==> config.mk <==
export PLATFORM = sky130hd
export DESIGN_NAME = uart_core
export DESIGN_NICKNAME = d
export VERILOG_FILES = /design/src/rtl/uart_pkg.sv /design/src/rtl/uart_baud_gen.sv /design/src/rtl/uart_core.sv
export SDC_FILE = /design/constraint.sdc
export NUM_CORES = 1
export LEC_CHECK = 0
export ABC_AREA = 1
export ABC_CLOCK_PERIOD_IN_PS = 3200
export CAP_MARGIN = 20
export CORE_AREA = 4 4 106 108
export CTS_CLUSTER_DIAMETER = 40
export DETAILED_ROUTE_END_ITERATION = 8
export DIE_AREA = 0 0 110 112
export HOLD_SLACK_MARGIN = 0.15
export PLACE_DENSITY = 0.81
export SETUP_SLACK_MARGIN = 0.4
export SYNTH_ARGS = -nofsm -noshare
export SYNTH_HDL_FRONTEND = slang
export SYNTH_SLANG_ARGS = --single-unit
==> constraint.sdc <==
create_clock -name clk -period 3.2 [get_ports clk]
set_clock_uncertainty 0.05 [all_clocks]
set_input_delay 0.8 -clock clk [delete_from_list [all_inputs] [get_ports clk]]
set_output_delay 0.8 -clock clk [all_outputs]
set_load 0.01 [all_outputs]
==> src/rtl/uart_pkg.sv <==
// rtl/uart_pkg.sv - shared UART constants, state encodings and baud derivation
package uart_pkg;

    localparam int PAR_NONE = 0;
    localparam int PAR_ODD  = 1;
    localparam int PAR_EVEN = 2;

    typedef enum logic [2:0] {
        TX_IDLE, TX_START, TX_DATA, TX_PARITY, TX_STOP
    } tx_state_e;

    typedef enum logic [2:0] {
        RX_IDLE, RX_START, RX_DATA, RX_PARITY, RX_STOP, RX_BREAK
    } rx_state_e;

    function automatic int unsigned calc_div16(input int clk_freq, input int baud);
        return int'(clk_freq / (16 * baud));
    endfunction

    function automatic int unsigned calc_bit_clks(input int clk_freq, input int baud);
        return 16 * calc_div16(clk_freq, baud);
    endfunction

endpackage

==> src/rtl/uart_baud_gen.sv <==
// rtl/uart_baud_gen.sv - free-running 16x oversample tick generator
module uart_baud_gen #(
    parameter int unsigned DIV16 = 27
) (
    input  logic clk_i,
    input  logic rst_ni,
    output logic tick_o
);

    localparam logic [31:0] CNT_LAST = 32'(DIV16 - 1);

    logic [31:0] cnt_q, cnt_d;

    assign tick_o = (cnt_q == CNT_LAST);

    always_comb begin
        cnt_d = tick_o ? '0 : cnt_q + 32'd1;
    end

    always_ff @(posedge clk_i or negedge rst_ni) begin
        if (!rst_ni) cnt_q <= '0;
        else         cnt_q <= cnt_d;
    end

endmodule

==> src/rtl/uart_core.sv <==
// rtl/uart_core.sv - UART transmitter and 16x oversampled receiver
module uart_core
    import uart_pkg::*;
#(
    parameter int CLK_FREQ  = 50_000_000,
    parameter int BAUD      = 115200,
    parameter int DATA_BITS = 8,
    parameter int PARITY    = 0,
    parameter int STOP_BITS = 1
) (
    input  logic       clk,
    input  logic       rst_n,
    input  logic [7:0] tx_data,
    input  logic       tx_valid,
    output logic       tx_ready,
    output logic       txd,
    input  logic       rxd,
    output logic [7:0] rx_data,
    output logic       rx_valid,
    output logic       rx_parity_err,
    output logic       rx_frame_err
);

    if (DATA_BITS < 5 || DATA_BITS > 8) begin : g_bad_data_bits
        $error("uart_core: DATA_BITS must be in 5..8");
    end
    if (PARITY < 0 || PARITY > 2) begin : g_bad_parity
        $error("uart_core: PARITY must be 0, 1 or 2");
    end
    if (STOP_BITS < 1 || STOP_BITS > 2) begin : g_bad_stop_bits
        $error("uart_core: STOP_BITS must be 1 or 2");
    end

    localparam int unsigned DIV16     = calc_div16(CLK_FREQ, BAUD);
    localparam int unsigned BIT_CLKS  = calc_bit_clks(CLK_FREQ, BAUD);
    localparam logic [31:0] BIT_LAST  = 32'(BIT_CLKS - 1);
    localparam logic [31:0] STOP_LAST = 32'(STOP_BITS * BIT_CLKS - 1);
    localparam logic [2:0]  LAST_BIT  = 3'(DATA_BITS - 1);
    localparam logic [7:0]  DATA_MASK = 8'((1 << DATA_BITS) - 1);

    // ---------------- transmitter ----------------
    tx_state_e   tx_state_q, tx_state_d;
    logic [31:0] tx_cnt_q, tx_cnt_d;
    logic [2:0]  tx_bit_q, tx_bit_d;
    logic [7:0]  tx_shift_q, tx_shift_d;
    logic        tx_par_q, tx_par_d;
    logic        txd_q, txd_d;
    logic [7:0]  tx_in;

    assign tx_in    = tx_data & DATA_MASK;
    assign tx_ready = rst_n && (tx_state_q == TX_IDLE);
    assign txd      = txd_q;

    always_comb begin
        tx_state_d = tx_state_q;
        tx_cnt_d   = tx_cnt_q + 32'd1;
        tx_bit_d   = tx_bit_q;
        tx_shift_d = tx_shift_q;
        tx_par_d   = tx_par_q;
        txd_d      = txd_q;
        case (tx_state_q)
            TX_IDLE: begin
                tx_cnt_d = '0;
                if (tx_valid) begin
                    tx_state_d = TX_START;
                    tx_shift_d = tx_in;
                    tx_par_d   = (PARITY == PAR_ODD) ? ~(^tx_in) : (^tx_in);
                    txd_d      = 1'b0;
                end
            end
            TX_START: begin
                if (tx_cnt_q == BIT_LAST) begin
                    tx_cnt_d   = '0;
                    tx_state_d = TX_DATA;
                    tx_bit_d   = '0;
                    txd_d      = tx_shift_q[0];
                    tx_shift_d = {1'b0, tx_shift_q[7:1]};
                end
            end
            TX_DATA: begin
                if (tx_cnt_q == BIT_LAST) begin
                    tx_cnt_d = '0;
                    if (tx_bit_q == LAST_BIT) begin
                        tx_state_d = (PARITY != PAR_NONE) ? TX_PARITY : TX_STOP;
                        txd_d      = (PARITY != PAR_NONE) ? tx_par_q : 1'b1;
                    end else begin
                        tx_bit_d   = tx_bit_q + 3'd1;
                        txd_d      = tx_shift_q[0];
                        tx_shift_d = {1'b0, tx_shift_q[7:1]};
                    end
                end
            end
            TX_PARITY: begin
                if (tx_cnt_q == BIT_LAST) begin
                    tx_cnt_d   = '0;
                    tx_state_d = TX_STOP;
                    txd_d      = 1'b1;
                end
            end
            TX_STOP: begin
                if (tx_cnt_q == STOP_LAST) begin
                    tx_cnt_d   = '0;
                    tx_state_d = TX_IDLE;
                end
            end
            default: tx_state_d = TX_IDLE;
        endcase
    end

    always_ff @(posedge clk or negedge rst_n) begin
        if (!rst_n) begin
            tx_state_q <= TX_IDLE;
            tx_cnt_q   <= '0;
            tx_bit_q   <= '0;
            tx_shift_q <= '0;
            tx_par_q   <= 1'b0;
            txd_q      <= 1'b1;
        end else begin
            tx_state_q <= tx_state_d;
            tx_cnt_q   <= tx_cnt_d;
            tx_bit_q   <= tx_bit_d;
            tx_shift_q <= tx_shift_d;
            tx_par_q   <= tx_par_d;
            txd_q      <= txd_d;
        end
    end

    // ---------------- receiver ----------------
    logic        rx_tick;
    logic [1:0]  rx_sync_q;
    logic        rx_prev_q;
    logic        rxd_s;
    rx_state_e   rx_state_q, rx_state_d;
    logic [3:0]  rx_tcnt_q, rx_tcnt_d;
    logic [2:0]  rx_bit_q, rx_bit_d;
    logic [7:0]  rx_shift_q, rx_shift_d;
    logic        rx_pbad_q, rx_pbad_d;
    logic [7:0]  rx_data_q, rx_data_d;
    logic        rx_valid_q, rx_valid_d;
    logic        rx_perr_q, rx_perr_d;
    logic        rx_ferr_q, rx_ferr_d;

    uart_baud_gen #(.DIV16(DIV16)) u_baud_gen (
        .clk_i  (clk),
        .rst_ni (rst_n),
        .tick_o (rx_tick)
    );

    assign rxd_s         = rx_sync_q[1];
    assign rx_data       = rx_data_q;
    assign rx_valid      = rx_valid_q;
    assign rx_parity_err = rx_perr_q;
    assign rx_frame_err  = rx_ferr_q;

    always_comb begin
        rx_state_d = rx_state_q;
        rx_tcnt_d  = rx_tcnt_q;
        rx_bit_d   = rx_bit_q;
        rx_shift_d = rx_shift_q;
        rx_pbad_d  = rx_pbad_q;
        rx_data_d  = rx_data_q;
        rx_perr_d  = rx_perr_q;
        rx_ferr_d  = rx_ferr_q;
        rx_valid_d = 1'b0;
        case (rx_state_q)
            RX_IDLE: begin
                if (rx_prev_q && !rxd_s) begin
                    rx_state_d = RX_START;
                    rx_tcnt_d  = '0;
                end
            end
            RX_START: begin
                // Eighth tick lands mid start bit; a high line here was a glitch.
                if (rx_tick) begin
                    rx_tcnt_d = rx_tcnt_q + 4'd1;
                    if (rx_tcnt_q == 4'd7) begin
                        rx_tcnt_d  = '0;
                        rx_state_d = rxd_s ? RX_IDLE : RX_DATA;
                        rx_bit_d   = '0;
                        rx_shift_d = '0;
                        rx_pbad_d  = 1'b0;
                    end
                end
            end
            RX_DATA: begin
                if (rx_tick) begin
                    rx_tcnt_d = rx_tcnt_q + 4'd1;
                    if (rx_tcnt_q == 4'd15) begin
                        rx_shift_d[rx_bit_q] = rxd_s;
                        rx_bit_d = rx_bit_q + 3'd1;
                        if (rx_bit_q == LAST_BIT)
                            rx_state_d = (PARITY != PAR_NONE) ? RX_PARITY : RX_STOP;
                    end
                end
            end
            RX_PARITY: begin
                if (rx_tick) begin
                    rx_tcnt_d = rx_tcnt_q + 4'd1;
                    if (rx_tcnt_q == 4'd15) begin
                        rx_pbad_d  = ((^rx_shift_q) ^ rxd_s) != (PARITY == PAR_ODD);
                        rx_state_d = RX_STOP;
                    end
                end
            end
            RX_STOP: begin
                if (rx_tick) begin
                    rx_tcnt_d = rx_tcnt_q + 4'd1;
                    if (rx_tcnt_q == 4'd15) begin
                        rx_valid_d = 1'b1;
                        rx_data_d  = rx_shift_q;
                        rx_perr_d  = rx_pbad_q;
                        rx_ferr_d  = !rxd_s;
                        rx_state_d = rxd_s ? RX_IDLE : RX_BREAK;
                    end
                end
            end
            RX_BREAK: begin
                if (rxd_s) rx_state_d = RX_IDLE;
            end
            default: rx_state_d = RX_IDLE;
        endcase
    end

    always_ff @(posedge clk or negedge rst_n) begin
        if (!rst_n) begin
            rx_sync_q  <= 2'b11;
            rx_prev_q  <= 1'b1;
            rx_state_q <= RX_IDLE;
            rx_tcnt_q  <= '0;
            rx_bit_q   <= '0;
            rx_shift_q <= '0;
            rx_pbad_q  <= 1'b0;
            rx_data_q  <= '0;
            rx_valid_q <= 1'b0;
            rx_perr_q  <= 1'b0;
            rx_ferr_q  <= 1'b0;
        end else begin
            rx_sync_q  <= {rx_sync_q[0], rxd};
            rx_prev_q  <= rxd_s;
            rx_state_q <= rx_state_d;
            rx_tcnt_q  <= rx_tcnt_d;
            rx_bit_q   <= rx_bit_d;
            rx_shift_q <= rx_shift_d;
            rx_pbad_q  <= rx_pbad_d;
            rx_data_q  <= rx_data_d;
            rx_valid_q <= rx_valid_d;
            rx_perr_q  <= rx_perr_d;
            rx_ferr_q  <= rx_ferr_d;
        end
    end

endmodule
After elaboration in Yosys (flattened, before gate mapping)

Cells that the tools add are included.

Add/sub/neg operators: 5
$mul: 0
Divide/modulo/power cells: 0
Magnitude comparators: 2
Equality and inequality tests: 34
Shift-type cells: 0
Mux-type cells: 64
Bitwise logic cells: 1
Reductions and logical operators: 24

Operators with widths:

| cell                                                   | count |
|---|---|
| 2-to-1 mux 3 bit                                       | 24 |
| adder 32 x 1 -> 32 bit (second input constant)         | 2 |
| 2-to-1 mux 32 bit                                      | 2 |
| 2-to-1 mux 8 bit                                       | 8 |
| one-hot mux 32 bit (2 select lines)                    | 1 |
| equality test 32 x 5 -> 1 bit (second input constant)  | 1 |
| equality test 32 x 9 -> 1 bit (second input constant)  | 1 |
| inequality test 2 bit (second input constant)          | 14 |
| one-hot mux 8 bit (3 select lines)                     | 1 |
| AND reduction 5 bit                                    | 4 |
| one-hot mux 3 bit (6 select lines)                     | 1 |
| 2-to-1 mux 4 bit                                       | 4 |
| one-hot mux 8 bit (2 select lines)                     | 1 |
| equality test 3 bit (second input constant)            | 5 |
| one-hot mux 3 bit (5 select lines)                     | 1 |
| 2-to-1 mux 1 bit                                       | 13 |
| equality test 3 x 2 -> 1 bit (second input constant)   | 4 |
| one-hot mux 3 bit (2 select lines)                     | 2 |
| one-hot mux 4 bit (3 select lines)                     | 1 |
| AND reduction 11 bit                                   | 1 |
| inequality test 2 x 1 -> 1 bit (second input constant) | 5 |
| bitwise mux 8 bit                                      | 1 |
| AND reduction 4 bit                                    | 2 |
| parity 8 bit                                           | 1 |
| 22 further kinds                                       | 30 |

Flip-flop bits (word level): 112
Latch bits: 0
Memory bits (writable): 0
Memory bits (read-only): 0
Bits of input ports: 12
Output and inout bits: 13
Word-level logic and storage cells: 147
Memories kept: 0

Longest topological paths before layout

Depth after elaboration: 8
Mapped depth: 12
Mapped depth without buffers: 12

Modules after synthesis

A second synthesis with hierarchy kept.

Cell total of the unflattened synthesis: 937
Area total of the unflattened synthesis: 6593.8 µm²

By module, submodules not included:

| module        | times used | cells an instance | area each (µm²) | seq. area each (µm²) |
|---|---|---|---|---|
| uart_core     | 1          | 661               | 4685.7          | 2006.9 |
| uart_baud_gen | 1          | 276               | 1908.1          | 800.8 |

Worst setup path before layout

Ideal clock, no wire load.

Path type: input-to-output
Start: in rst_n
End: out tx_ready
Arrival: 0.991 ns
Required time: 2.350 ns
Slack: 1.359 ns
Stages: 2
Buffers on the path: 0
Cell sequence: inv_1 -> nor2_1

Word-level cells in the longest chain between the ends: 1

Ends and longest elaborated chain:

| what               | line            | source |
|---|---|---|
| start: declaration | uart_core.sv:12 | `input logic rst_n,` |
| logical AND 1 bit  | uart_core.sv:51 | `assign tx_ready = rst_n && (tx_state_q == TX_IDLE);` |
| end: declaration   | uart_core.sv:15 | `output logic tx_ready,` |

No other way between the ends.

Worst setup path in the final report

Start: reg u_baud_gen.cnt_q[0]
End: reg rx_data_q[7] (netlist: rx_data[7])

Word-level cells in the longest chain between the ends: 2

Ends and longest elaborated chain:

| what                          | line                | source |
|---|---|---|
| start: declaration            | uart_baud_gen.sv:12 | `logic [31:0] cnt_q, cnt_d;` |
| start signal: assignment      | uart_baud_gen.sv:22 | `else cnt_q <= cnt_d;` |
| equality test 32 x 5 -> 1 bit | uart_baud_gen.sv:14 | `assign tick_o = (cnt_q == CNT_LAST);` |
| AND reduction 3 bit (no line) | n/a                 |  |
| end signal: assignment        | uart_core.sv:245    | `rx_data_q <= rx_data_d;` |
| end: declaration              | uart_core.sv:138    | `logic [7:0] rx_data_q, rx_data_d;` |

No other way between the ends.
A chain may end at the register's enable or synchronous reset.

==> metrics <==
post-synth top area share=0.414; status=complete, no violations; Worst Path Arrival=2570 ps; most frequent cells in the layout=208 x nand2_1, 139 x nor2_1, 116 x inv_1; CP bufs+invs=1; Final GP Congestion=between 0.9 and 1; initial antenna violation count=0; WP depth=8; setup violators final=0; fillcell total=roughly 850; Post-Route Utilization=0.695; Max Freq=roughly 0.43 GHz; Yosys reg bits=between 100 and 150; Via density=5.35; max-cap viol count=0; Worst Path Max Fanout=20; crit-path leading delay family=simple AND/OR/NAND/NOR gates; delay of the slowest cell on the worst path=610 ps; Antenna Violating Nets Remaining=0; worst r2r src=u_baud_gen.cnt_q[0]$_DFF_PN0_; Routed WL=~14 mm; DR WL/cell=about 14 µm; min-delay worst type=flop to flop; vias in the first global route=5371; CP Cell Sequence=inv_1, ha_1, nand2_1, nor2_1, nand2_2, nor2_8, nand4_1, o21ai_1; Rows=37; synthesized area=~0.0065 mm²; CORE AREA=~0.010 mm²; critical path endpoint=rx_data[7]$_DFFE_PN0P_; Port Buffer Count=24; pin count of the biggest net entering global routing=86; CTS sink cnt=approximately 110; Max stage delay cell, worst path=nand4_1; synth warn=0; met2 GRT Util=0.413; DRT Pass-1 Iters=5; Via Count=5496; maximum vdd ir drop=roughly 0.42 mV; final-report hold violation count=0; most common cell after layout, fill and taps aside=nand2_1; crit path from=u_baud_gen.cnt_q[0]$_DFF_PN0_; cells after synthesis=860; syn nets=between 800 and 900; final instance area=around 0.0071 mm²; CTS HTree Levels=3; Seq/Total Area, Yosys=0.430; layout cells sized above 1=0.0740; crit path time final=between 2000 and 2500 ps; Power Density=514 mW/mm²; leading post-synthesis cells by cell area=dfrtp_1 41%, nand2_1 12%, nor2_1 8.0%; final slew viol count=0; CP Class=flop to flop; share of async-settable or async-resettable flops after synthesis=1.00; RSZ-0062 raised after global routing=false; met1 Resource Use GR=0.337; Final WS setup=roughly 870 ps; CTS tree=yes; GR Util met3=0.0545; pre-CTS WS=around 750 ps; Worst setup EP type=flop; clock buffer count from CTS=9; clock slew at reported path FFs=roughly 100 ps; Setup crit start kind=flop; average size of a mapped cell=approximately 7.6 µm²; Die W=roughly 110 µm; Die Footprint=0.0123 mm²; crit share post-route=0.727; clock latency at the later pin of the worst-skew pair=roughly 400 ps; first-pass GRT wire length=approximately 25 mm; Worst Reg-to-Reg Cells=8; count of cell types in the netlist=between 40 and 50; Die H=approximately 110 µm; Area Overhead vs Synth=8.97%; Post-synth EDFFs=0; Ports=25; maximum clock insertion buffer count=2; GRT overflow=0; # diodes=0; max_slew headroom=0.501; CTS root buf=clkbuf_8; Slew @ Worst Pin=about 750 ps; post-DP HPWL=between 10 and 15 mm; fin nets=around 900; hold buffers post-CTS=0; R2R Setup Slk=870 ps; DR DRC count=0; Starting Density=0.638; GRT Resource Usage Total=0.253; largest area contributor in the netlist=dfrtp_1; gr busiest metal=met2; placed cell area=between 0.006 and 0.007 mm²; reg2reg end=rx_data[7]$_DFFE_PN0P_; ys flop type=dfrtp_1; hold slack=about 310 ps; 1st-iter DRT viols=395; Critical Path RT=about 3400 ps; LEAKAGE=between 0.003 and 0.004 µW; post-route setup TNS=0 ps
-- registers in the layout, summed over array words and instances, names as in the netlist, 2 cells and up --
signal / count
rx_bit_q: 3
rx_data: 8
rx_shift_q: 8
rx_state_q: 3
rx_sync_q: 2
rx_tcnt_q: 4
tx_bit_q: 3
tx_cnt_q: 32
tx_shift_q: 8
tx_state_q: 3
u_baud_gen.cnt_q: 32
-- Yosys cell counts (3+ instances only) --
cell type / instances
nor4_1: 3
nor2_2: 12
inv_1: 116
nand3_1: 32
nor3_2: 4
nand3b_1: 3
buf_6: 4
o21ai_2: 7
xor2_1: 33
a22oi_1: 8
ha_1: 8
nor2_1: 139
dfstp_2: 4
nand2_1: 208
xnor2_1: 17
nand2_2: 5
o21ai_1: 26
o21a_1: 3
o21ai_0: 14
nand4_1: 24
nor3_1: 38
buf_2: 3
mux2i_1: 7
a21oi_1: 4
o21bai_1: 6
dfrtp_1: 108
inv_2: 4
-- stage by stage --
stage | instances | power [µW]
6_report | 1028 | 3660
5_1_grt | 1028 | 3920
4_1_cts | 1027 | 3680
3_5_place_dp | 1011 | 2780
3_3_place_gp | 1011 | 2720
2_1_floorplan | 860 | 2560
-- report_power, final --
group          internal (µW)  switching [µW]
sequential              1550             118
clock                    404             476
combinational            362             745
-- final cells by class --
| cell class | instances | area (µm²) | share of cell area |
|---|---|---|---|
| Timing Repair Buffer | 29 | 298 | 0.0419 |
| Clock inverter | 4 | 52.6 | 0.00739 |
| Multi-Input combinational cell | 616 | 3180 | 0.447 |
| Inverter | 120 | 450 | 0.0633 |
| Sequential cell | 112 | 2810 | 0.395 |
| Tap cell | 136 | 170 | 0.0239 |
| Clock buffer | 11 | 151 | 0.0213 |
-- kinds of logic after synthesis --
family,after synthesis,share of synthesized area
AO/OA/AOI/OAI,73,0.0730
XOR/XNOR,50,0.0671
adder cells (fa/ha/maj),8,0.0153
buffers and inverters,132,0.0824
flip-flops,112,0.430
multiplexers,7,0.0107
AND/OR/NAND/NOR,478,0.321
-- metal layers --
layer	share of wire	vias up
met5	0	-
met4	0.019	0
met3	0.049	33
met2	0.50	168
met1	0.44	2519
li1	-	2776
-- worst reg2reg max path, stage by stage, from the launching register on --
cell	delay, ps
dfrtp_1	430
inv_1	70
ha_1	220
nand2_1	70
nor2_1	120
nand2_2	100
nor2_8	170
nand4_1	610
o21ai_1	400
-- worst min-delay path by stage --
stage / slack (ps) / cells after the start / endpoint / start
after global placement: 300 / 0 / rx_sync_q[1]$_DFF_PN1_ / rx_sync_q[0]$_DFF_PN1_
after floorplan: 300 / 0 / rx_sync_q[1]$_DFF_PN1_ / rx_sync_q[0]$_DFF_PN1_
after detailed placement: 300 / 0 / rx_sync_q[1]$_DFF_PN1_ / rx_sync_q[0]$_DFF_PN1_
final: 310 / 0 / rx_sync_q[1]$_DFF_PN1_ / rx_sync_q[0]$_DFF_PN1_
after CTS: 310 / 0 / rx_sync_q[1]$_DFF_PN1_ / rx_sync_q[0]$_DFF_PN1_
after global routing: 320 / 0 / rx_sync_q[1]$_DFF_PN1_ / rx_sync_q[0]$_DFF_PN1_
-- timing repair --
action | in CTS | in global routing
pin swaps | 1 | 0
buffers inserted | 1 | 0
gates resized for setup | 0 | 2
setup endpoints to repair | 1 | 1
cloned | 0 | 0
(Power assumes the default switching activity.)
